<file path="src/rtl/cordic_share_arbiter.sv">
// cordic_share_arbiter
// Shares one CORDIC core among NREQ requesters. A round-robin pick grants one
// request, latches its operand and operation select, runs the core once, and
// returns the result over a valid/ack handshake. A watchdog aborts the run if
// the core never reports ready. Only one job is outstanding at a time.
module cordic_share_arbiter #(
   parameter int NREQ    = 4,
   parameter int W       = 32,
   parameter int TIMEOUT = 255
) (
   input  logic              clk,
   input  logic              reset,
   input  logic [NREQ-1:0]   req,
   input  logic [NREQ*W-1:0] req_data,
   input  logic [NREQ-1:0]   req_op,
   output logic [NREQ-1:0]   grant,
   output logic [NREQ-1:0]   rsp_valid,
   input  logic [NREQ-1:0]   rsp_ack,
   output logic [W-1:0]      rsp_data,
   output logic              rsp_err,
   output logic              cordic_beg,
   output logic [W-1:0]      cordic_data,
   output logic              cordic_op,
   input  logic              cordic_ready,
   input  logic [W-1:0]      cordic_result,
   output logic              cordic_ack,
   output logic              busy
);

   localparam int IDXW = (NREQ > 1) ? $clog2(NREQ) : 1;
   localparam int CNTW = $clog2(TIMEOUT + 1);

   typedef enum logic [1:0] {
      IDLE  = 2'd0,
      START = 2'd1,
      WAIT  = 2'd2,
      RESP  = 2'd3
   } state_t;

   state_t            state_q, state_d;
   logic [IDXW-1:0]   ptr_q, ptr_d;
   logic [IDXW-1:0]   gIdx_q, gIdx_d;
   logic [CNTW-1:0]   cnt_q, cnt_d;
   logic [W-1:0]      opnd_q, opnd_d;
   logic              op_q, op_d;
   logic [W-1:0]      rspData_q, rspData_d;
   logic              rspErr_q, rspErr_d;
   logic [NREQ-1:0]   rspValid_q, rspValid_d;

   logic [IDXW-1:0]   pickIdx;
   logic              pickFound;
   logic [NREQ-1:0]   grantVec;
   logic              begComb;
   logic              ackComb;

   // Round-robin search: first asserted request at or above the pointer, wrapping to 0.
   always_comb begin : pickSearch
      int idx;
      pickFound = 1'b0;
      pickIdx   = '0;
      idx       = 0;
      for (int k = 0; k < NREQ; k++) begin
         idx = int'(ptr_q) + k;
         if (idx >= NREQ) begin
            idx = idx - NREQ;
         end
         if (!pickFound && req[idx]) begin
            pickFound = 1'b1;
            pickIdx   = IDXW'(idx);
         end
      end
   end

   // Next-state and handshake logic for one arbitrated CORDIC run.
   always_comb begin
      state_d    = state_q;
      ptr_d      = ptr_q;
      gIdx_d     = gIdx_q;
      cnt_d      = cnt_q;
      opnd_d     = opnd_q;
      op_d       = op_q;
      rspData_d  = rspData_q;
      rspErr_d   = rspErr_q;
      rspValid_d = rspValid_q;
      grantVec   = '0;
      begComb    = 1'b0;
      ackComb    = 1'b0;

      case (state_q)
         IDLE: begin
            if (pickFound) begin
               grantVec[pickIdx] = 1'b1;
               gIdx_d            = pickIdx;
               opnd_d            = req_data[int'(pickIdx)*W +: W];
               op_d              = req_op[pickIdx];
               cnt_d             = '0;
               state_d           = START;
            end
         end

         START: begin
            begComb = 1'b1;
            state_d = WAIT;
         end

         WAIT: begin
            cnt_d = cnt_q + 1'b1;
            if (cordic_ready) begin
               ackComb            = 1'b1;
               rspData_d          = cordic_result;
               rspErr_d           = 1'b0;
               rspValid_d         = '0;
               rspValid_d[gIdx_q] = 1'b1;
               state_d            = RESP;
            end else if (cnt_q == CNTW'(TIMEOUT - 1)) begin
               rspData_d          = '0;
               rspErr_d           = 1'b1;
               rspValid_d         = '0;
               rspValid_d[gIdx_q] = 1'b1;
               state_d            = RESP;
            end
         end

         RESP: begin
            if (rsp_ack[gIdx_q]) begin
               rspValid_d = '0;
               if (gIdx_q == IDXW'(NREQ - 1)) begin
                  ptr_d = '0;
               end else begin
                  ptr_d = gIdx_q + 1'b1;
               end
               state_d = IDLE;
            end
         end

         default: begin
            state_d = IDLE;
         end
      endcase
   end

   // State and datapath registers; reset abandons any run in flight.
   always_ff @(posedge clk or negedge reset) begin
      if (!reset) begin
         state_q    <= IDLE;
         ptr_q      <= '0;
         gIdx_q     <= '0;
         cnt_q      <= '0;
         opnd_q     <= '0;
         op_q       <= 1'b0;
         rspData_q  <= '0;
         rspErr_q   <= 1'b0;
         rspValid_q <= '0;
      end else begin
         state_q    <= state_d;
         ptr_q      <= ptr_d;
         gIdx_q     <= gIdx_d;
         cnt_q      <= cnt_d;
         opnd_q     <= opnd_d;
         op_q       <= op_d;
         rspData_q  <= rspData_d;
         rspErr_q   <= rspErr_d;
         rspValid_q <= rspValid_d;
      end
   end

   // Grant is gated by reset so no pulse leaks out while reset is held.
   assign grant       = grantVec & {NREQ{reset}};
   assign rsp_valid   = rspValid_q;
   assign rsp_data    = rspData_q;
   assign rsp_err     = rspErr_q;
   assign cordic_beg  = begComb;
   assign cordic_data = opnd_q;
   assign cordic_op   = op_q;
   assign cordic_ack  = ackComb;
   assign busy        = (state_q != IDLE);

endmodule
</file>
<file path="config.mk">
export PLATFORM = sky130hd
export DESIGN_NAME = cordic_share_arbiter
export DESIGN_NICKNAME = d
export VERILOG_FILES = /design/src/rtl/cordic_share_arbiter.sv
export SDC_FILE = /design/constraint.sdc
export NUM_CORES = 1
export LEC_CHECK = 0
export BUFFER_PORTS_ARGS = -buffer_cell sky130_fd_sc_hd__buf_2
export CELL_PAD_IN_SITES_DETAIL_PLACEMENT = 1
export CELL_PAD_IN_SITES_GLOBAL_PLACEMENT = 2
export CORE_MARGIN = 2
export CORE_UTILIZATION = 28
export DETAILED_ROUTE_END_ITERATION = 10
export PLACE_DENSITY_LB_ADDON = 0.1
export SYNTH_ARGS = -nofsm -noshare
export SYNTH_HDL_FRONTEND = slang
export SYNTH_SLANG_ARGS = --single-unit
</file>
<file path="constraint.sdc">
create_clock -name clk -period 2.65 [get_ports clk]
set_clock_uncertainty 0.05 [all_clocks]
set_input_delay 0.3975 -clock clk [delete_from_list [all_inputs] [get_ports clk]]
set_output_delay 0.3975 -clock clk [all_outputs]
set_load 0.01 [all_outputs]
</file>
* Word-level counts from Yosys, hierarchy flattened *
Cells that the tools add are included.

storage, ports and cells
  bits in registers = 84
  bits in latches = 0
  bits in writable memories = 0
  memory bits (read-only) = 0
  output and inout bits = 77
  logic and storage cells = 112
  memories kept = 0

operators by class
  $add $sub $neg = 9
  $mul = 0
  div/mod/pow operators = 0
  $lt $le $gt $ge = 12
  eq/ne operators = 8
  shifts and indexed selects = 1
  multiplexer cells = 53
  bitwise logic cells = 1
  reduce and logical (&&, ||, !) cells = 19

operators with widths
  operator             count
  $mux 32              6
  $lt 32x4->1 const B  4
  $shiftx 128x8->32    1
  $mux 1               21
  $mux 4               5
  $mux 2               9
  $pmux 8 s2           1
  $bmux 1 s2           6
  $sub 3x3->4 const B  3
  $ge 3x3->1 const B   3
  $add 8x1->8 const B  1
  $eq 8x8->1 const B   1
  $mux 8               1
  $pmux 2 s4           1
  $pmux 4 s2           1
  $reduce_and 2->1     4
  $reduce_bool 2->1    4
  $add 2x2->3 const B  2
  $eq 2x2->1 const B   3
  $lt 2x3->1 const B   2
  $reduce_and 3->1     2
  $logic_and 1x1->1    5
  $and 4x4->4          1
  $demux 1 s2          2
  other kinds (10)     14

* Longest topological paths before layout *
  depth in word-level cells = 22
  gate-level depth with buffers = 7
  mapped depth without buffers = 7

* Worst setup path after synthesis *
Ideal clock, no wire load.

  path type = flip-flop to output port
  start = reg ptr_q[1]
  end = out grant[1]
  data arrival time = 1577 ps
  data required time = 2203 ps
  setup slack = 626 ps
  cell stages (with the launch flop) = 7
  buffers on the path = 1
  path through = dfrtp_1 > mux2i_1 > o22ai_4 > buf_6 > a21oi_1 > nand3_1 > nor2_1

between the ends
  longest elaborated chain between the ends = 22
  elaborated cells between the ends (all ways) = 49

RTL lines
  item                                                                  line  source
  start, declared                                                       41    logic [IDXW-1:0] ptr_q, ptr_d;
  start signal, assigned                                                156   ptr_q <= ptr_d;
  parallel branches: the longest is 19 deep, another holds $sub 3x3->4  n/a
  $mux 4 (*)                                                            91    if (pickFound) begin
  $mux 4 (*)                                                            89    case (state_q)
  $and 4x4->4 (*)                                                       168   assign grant = grantVec & {NREQ{reset}};
  end, declared                                                         16    output logic [NREQ-1:0] grant,

Every way passes the cells marked *. The select of a mux whose other input is x is not followed.

* Worst setup path after layout *
Same ends and word-level chain as after synthesis.

==> metrics.yaml <==
outcome:
  status: "finished, final reports clean"
logic_synthesis:
  synth_top_area_cell: "dfrtp_1"
  async_flop_share_pct: 100
  synth-simple-area-share_pct: 11.4
  synthMuxAreaShare_pct: 9.22
  synth_compound_area_share_pct: 25.2
  syn_nets: 643
  yosysWarnings: 0
  synth_edf_count: 0
  synth_flop_cell: "dfrtp_1"
  yosysUniqueCellTypes: 37
  yosysTopAreaCellShare_pct: 45.1
  seq_area_frac_synth_pct: 45.1
  synth-seq-cells: 84
  synth_cells: 457
  synth_top_family_by_area: "compound AO/OA/AOI/OAI gates"
  netlist_area_sq_mm: 0.00467
  synth-xor-area-share_pct: 0.939
  avgSynthCellArea_sq_um: 10.2
  synthAdderAreaFrac_pct: 2.95
  synth.area.top_cells: "dfrtp_1 45%, mux2i_1 7.3%, a211o_1 6.2%, a22o_1 6.2%, o211ai_1 5.3%"
power_and_ir_drop:
  p_seq_share_pct: 31.7
  p_int_mw: 4.01
  leakagePower_nw: 3.26
  switching_share_pct: 41.7
  comb_power_share_pct: 50.4
  powerDensity_mw_per_mm2: 1060
  switchingPower_mw: 2.87
  ir_drop_uv: 304
  power_frac_clock_pct: 17.9
die:
  initial_utilization_pct: 28.4
  core_area_sq_mm: 0.0164
  dieArea_sq_mm: 0.0177
  rows: 47
  die_w_um: 133
  die_y_um: 133
  io_pins: 252
timing:
  worst_pin_slew_ns: 1.01
  fmax_mhz: 427
  post-route-min-period_ns: 2.34
  final_hold_viol_count: 0
  fin_crit_sh_pct: 88.3
  slew_viol_final: 0
  rsz0062_at_grt: "no"
  setup_viol: 0
  hold_ws_ns: 0.228
  slew-limit-headroom_pct: 32.6
  tns_ns: 0
cells_and_area:
  drive_gt1_share_pct: 43.0
  syn_to_final_growth_pct: 38.9
  finalNonFillerCells: 925
  fin_util_pct: 39.5
  nets: 884
  fillerInstances: 1960
hold_path:
  hold-path-cell-count: 2
  worstHoldPathType: "primary input to register"
  holdPathEnd: "rsp_data[7]$_DFFE_PN0P_"
  min_from: "cordic_result[7]"
global_routing:
  grt_pass1_wl_um: 26900
  first_global_vias: 5075
  grtUsageMet1_pct: 23.0
  grt-ovfl-total: 0
  antenna_found_initial: 2
  grt_usage_pct: 19.2
  grt_max_degree: 75
  top_usage_layer: "met2"
  use_met3_pct: 4.83
  grt_use_met2_pct: 33.9
setup_path:
  ff2ff_path_depth: 6
  start_kind: "register"
  required_ns: 2.20
  arrival_ns: 1.89
  timing.rr.start: "ptr_q[1]$_DFFE_PN0P_"
  regToRegSetupSlack_ns: 0.42
  r2r-end: "cordic_data[5]$_DFFE_PN0P_"
  path_max_fanout: 5
  critPathKind: "register to output port"
  endpoint_kind: "output port"
clock_network:
  clkSlewWorstSetupHoldPaths_ns: 0.07
  clk_latency_ns: 0.34
  cts_setup_buffers: 0
  numCtsBuffers: 9
  tritoncts: "done"
  h-tree-depth: 3
  cts_max_path_buffers: 2
  numClockSinks: 84
  cts-root-buf: "clkbuf_16"
place:
  place_hpwl_um: 12300
  dp_cells: 906
  gp_routability_congestion: 0.806
  io_buffer_count: 251
routing:
  avgRoutedWirePerCell_um: 18.3
  postRouteAntennaNets: 0
  avgViaCountPerCell: 4.95
  drtIter0Drc: 197
  vias: 4577
  first_pass_iters: 4
  drt_wl_total_um: 16900
  route.detailed.drc: 0
flow_run:
  maxCapViolCount: 0
==> cells by family (layout without fill, tap and decap cells) <==
family	after synthesis	count (layout)
DFF	84	84
AOI/OAI and AO/OA	156	156
buffers and inverters	47	293
xor gates and xnor gates	5	5
adders and majority gates	11	11
other	0	2
and+or+nand+nor	113	113
muxes	41	41
==> power by group through the flow <==
stage / combinational (mW) / sequential [mW] / clock, mW
2_1_floorplan: 1.98 / 2.39 / 0
3_3_place_gp: 3.44 / 2.19 / 0
3_5_place_dp: 3.50 / 2.20 / 0
4_1_cts: 3.52 / 2.19 / 1.28
5_1_grt: 3.84 / 2.26 / 1.33
6_report: 3.47 / 2.18 / 1.23
==> metrics by stage <==
step | total power [mW] | setup slack [ns] | instance area (sq um)
CTS | 6.99 | 0.0921 | 6460
detailed placement | 5.71 | 0.430 | 6170
floorplan | 4.37 | 0.626 | 4670
global route | 7.44 | 0.0837 | 6480
global placement | 5.63 | 0.474 | 6170
finish | 6.88 | 0.310 | 6480
==> Yosys cell counts (all sizes together), types with 2 or more instances <==
| master | n |
|---|---|
| inv | 11 |
| and3 | 3 |
| mux2i | 34 |
| nor2 | 14 |
| o211ai | 33 |
| o21ai | 43 |
| ha | 11 |
| nor3 | 2 |
| nand3 | 38 |
| a22o | 33 |
| a21oi | 7 |
| dfrtp | 84 |
| buf | 25 |
| mux2 | 6 |
| nand2 | 45 |
| clkbuf | 11 |
| xor2 | 4 |
| nor2b | 4 |
| nand4 | 2 |
| a211o | 33 |
| nand2b | 3 |
==> state kept, by name, summed over array words and instances (netlist names) <==
| register | count |
|---|---|
| state_q | 2 |
| cordic_data | 32 |
| ptr_q | 2 |
| rsp_err | 1 |
| rsp_data | 32 |
| gIdx_q | 2 |
| cnt_q | 8 |
| cordic_op | 1 |
| rsp_valid | 4 |
==> cell usage in the layout, fill, tap and decap left out, drive strengths merged, types with 6 or more instances in the layout <==
| cell type | synthesis | final |
|---|---|---|
| a22o | 33 | 33 |
| inv | 11 | 13 |
| nand3 | 38 | 38 |
| ha | 11 | 11 |
| buf | 25 | 265 |
| a21oi | 7 | 7 |
| mux2i | 34 | 34 |
| a211o | 33 | 33 |
| dfrtp | 84 | 84 |
| o21ai | 43 | 43 |
| nand2 | 45 | 45 |
| nor2 | 14 | 14 |
| clkbuf | 11 | 10 |
| mux2 | 6 | 6 |
| o211ai | 33 | 33 |
==> worst max-delay path, stage by stage, from the launching register on <==
cell	delay [ns]
dfrtp_1	0.48
mux2i_2	0.33
o22ai_4	0.16
a21oi_2	0.20
nand3_1	0.13
nor2_1	0.12
buf_2	0.14
==> layout make-up <==
type / instances / area (sq um) / area share, %
Clock inverter: 6 / 47.5 / 0.733
Tap cell: 220 / 275 / 4.25
Clock buffer: 10 / 239 / 3.69
Inverter: 11 / 41.3 / 0.637
Antenna cell: 2 / 5.00 / 0.0772
Timing Repair Buffer: 266 / 1420 / 22.0
Sequential cell: 84 / 2100 / 32.4
Multi-Input combinational cell: 326 / 2350 / 36.2
==> worst max-delay path by stage <==
stage,from,end,slack (ns)
2_1_floorplan,ptr_q[1]$_DFFE_PN0P_,grant[1],0.63
4_1_cts,state_q[0]$_DFFE_PN0P_,grant[0],0.09
6_report,ptr_q[1]$_DFFE_PN0P_,grant[1],0.31
3_5_place_dp,ptr_q[1]$_DFFE_PN0P_,cordic_data[11]$_DFFE_PN0P_,0.43
3_3_place_gp,ptr_q[1]$_DFFE_PN0P_,cordic_data[11]$_DFFE_PN0P_,0.47
5_1_grt,ptr_q[1]$_DFFE_PN0P_,grant[1],0.08
==> repair_timing <==
item,in CTS,in global routing
hold buffers,1,0
setup endpoints to repair,0,4
gates resized for setup,0,4
hold endpoints to repair,10,0
==> per-layer routing <==
layer	wire, um	part of all wire [%]
met5	0	0
met4	244	1.4
met3	1180	7.0
met2	8430	50
met1	7090	42
No activity file was read; power rests on OpenSTA's default activity.
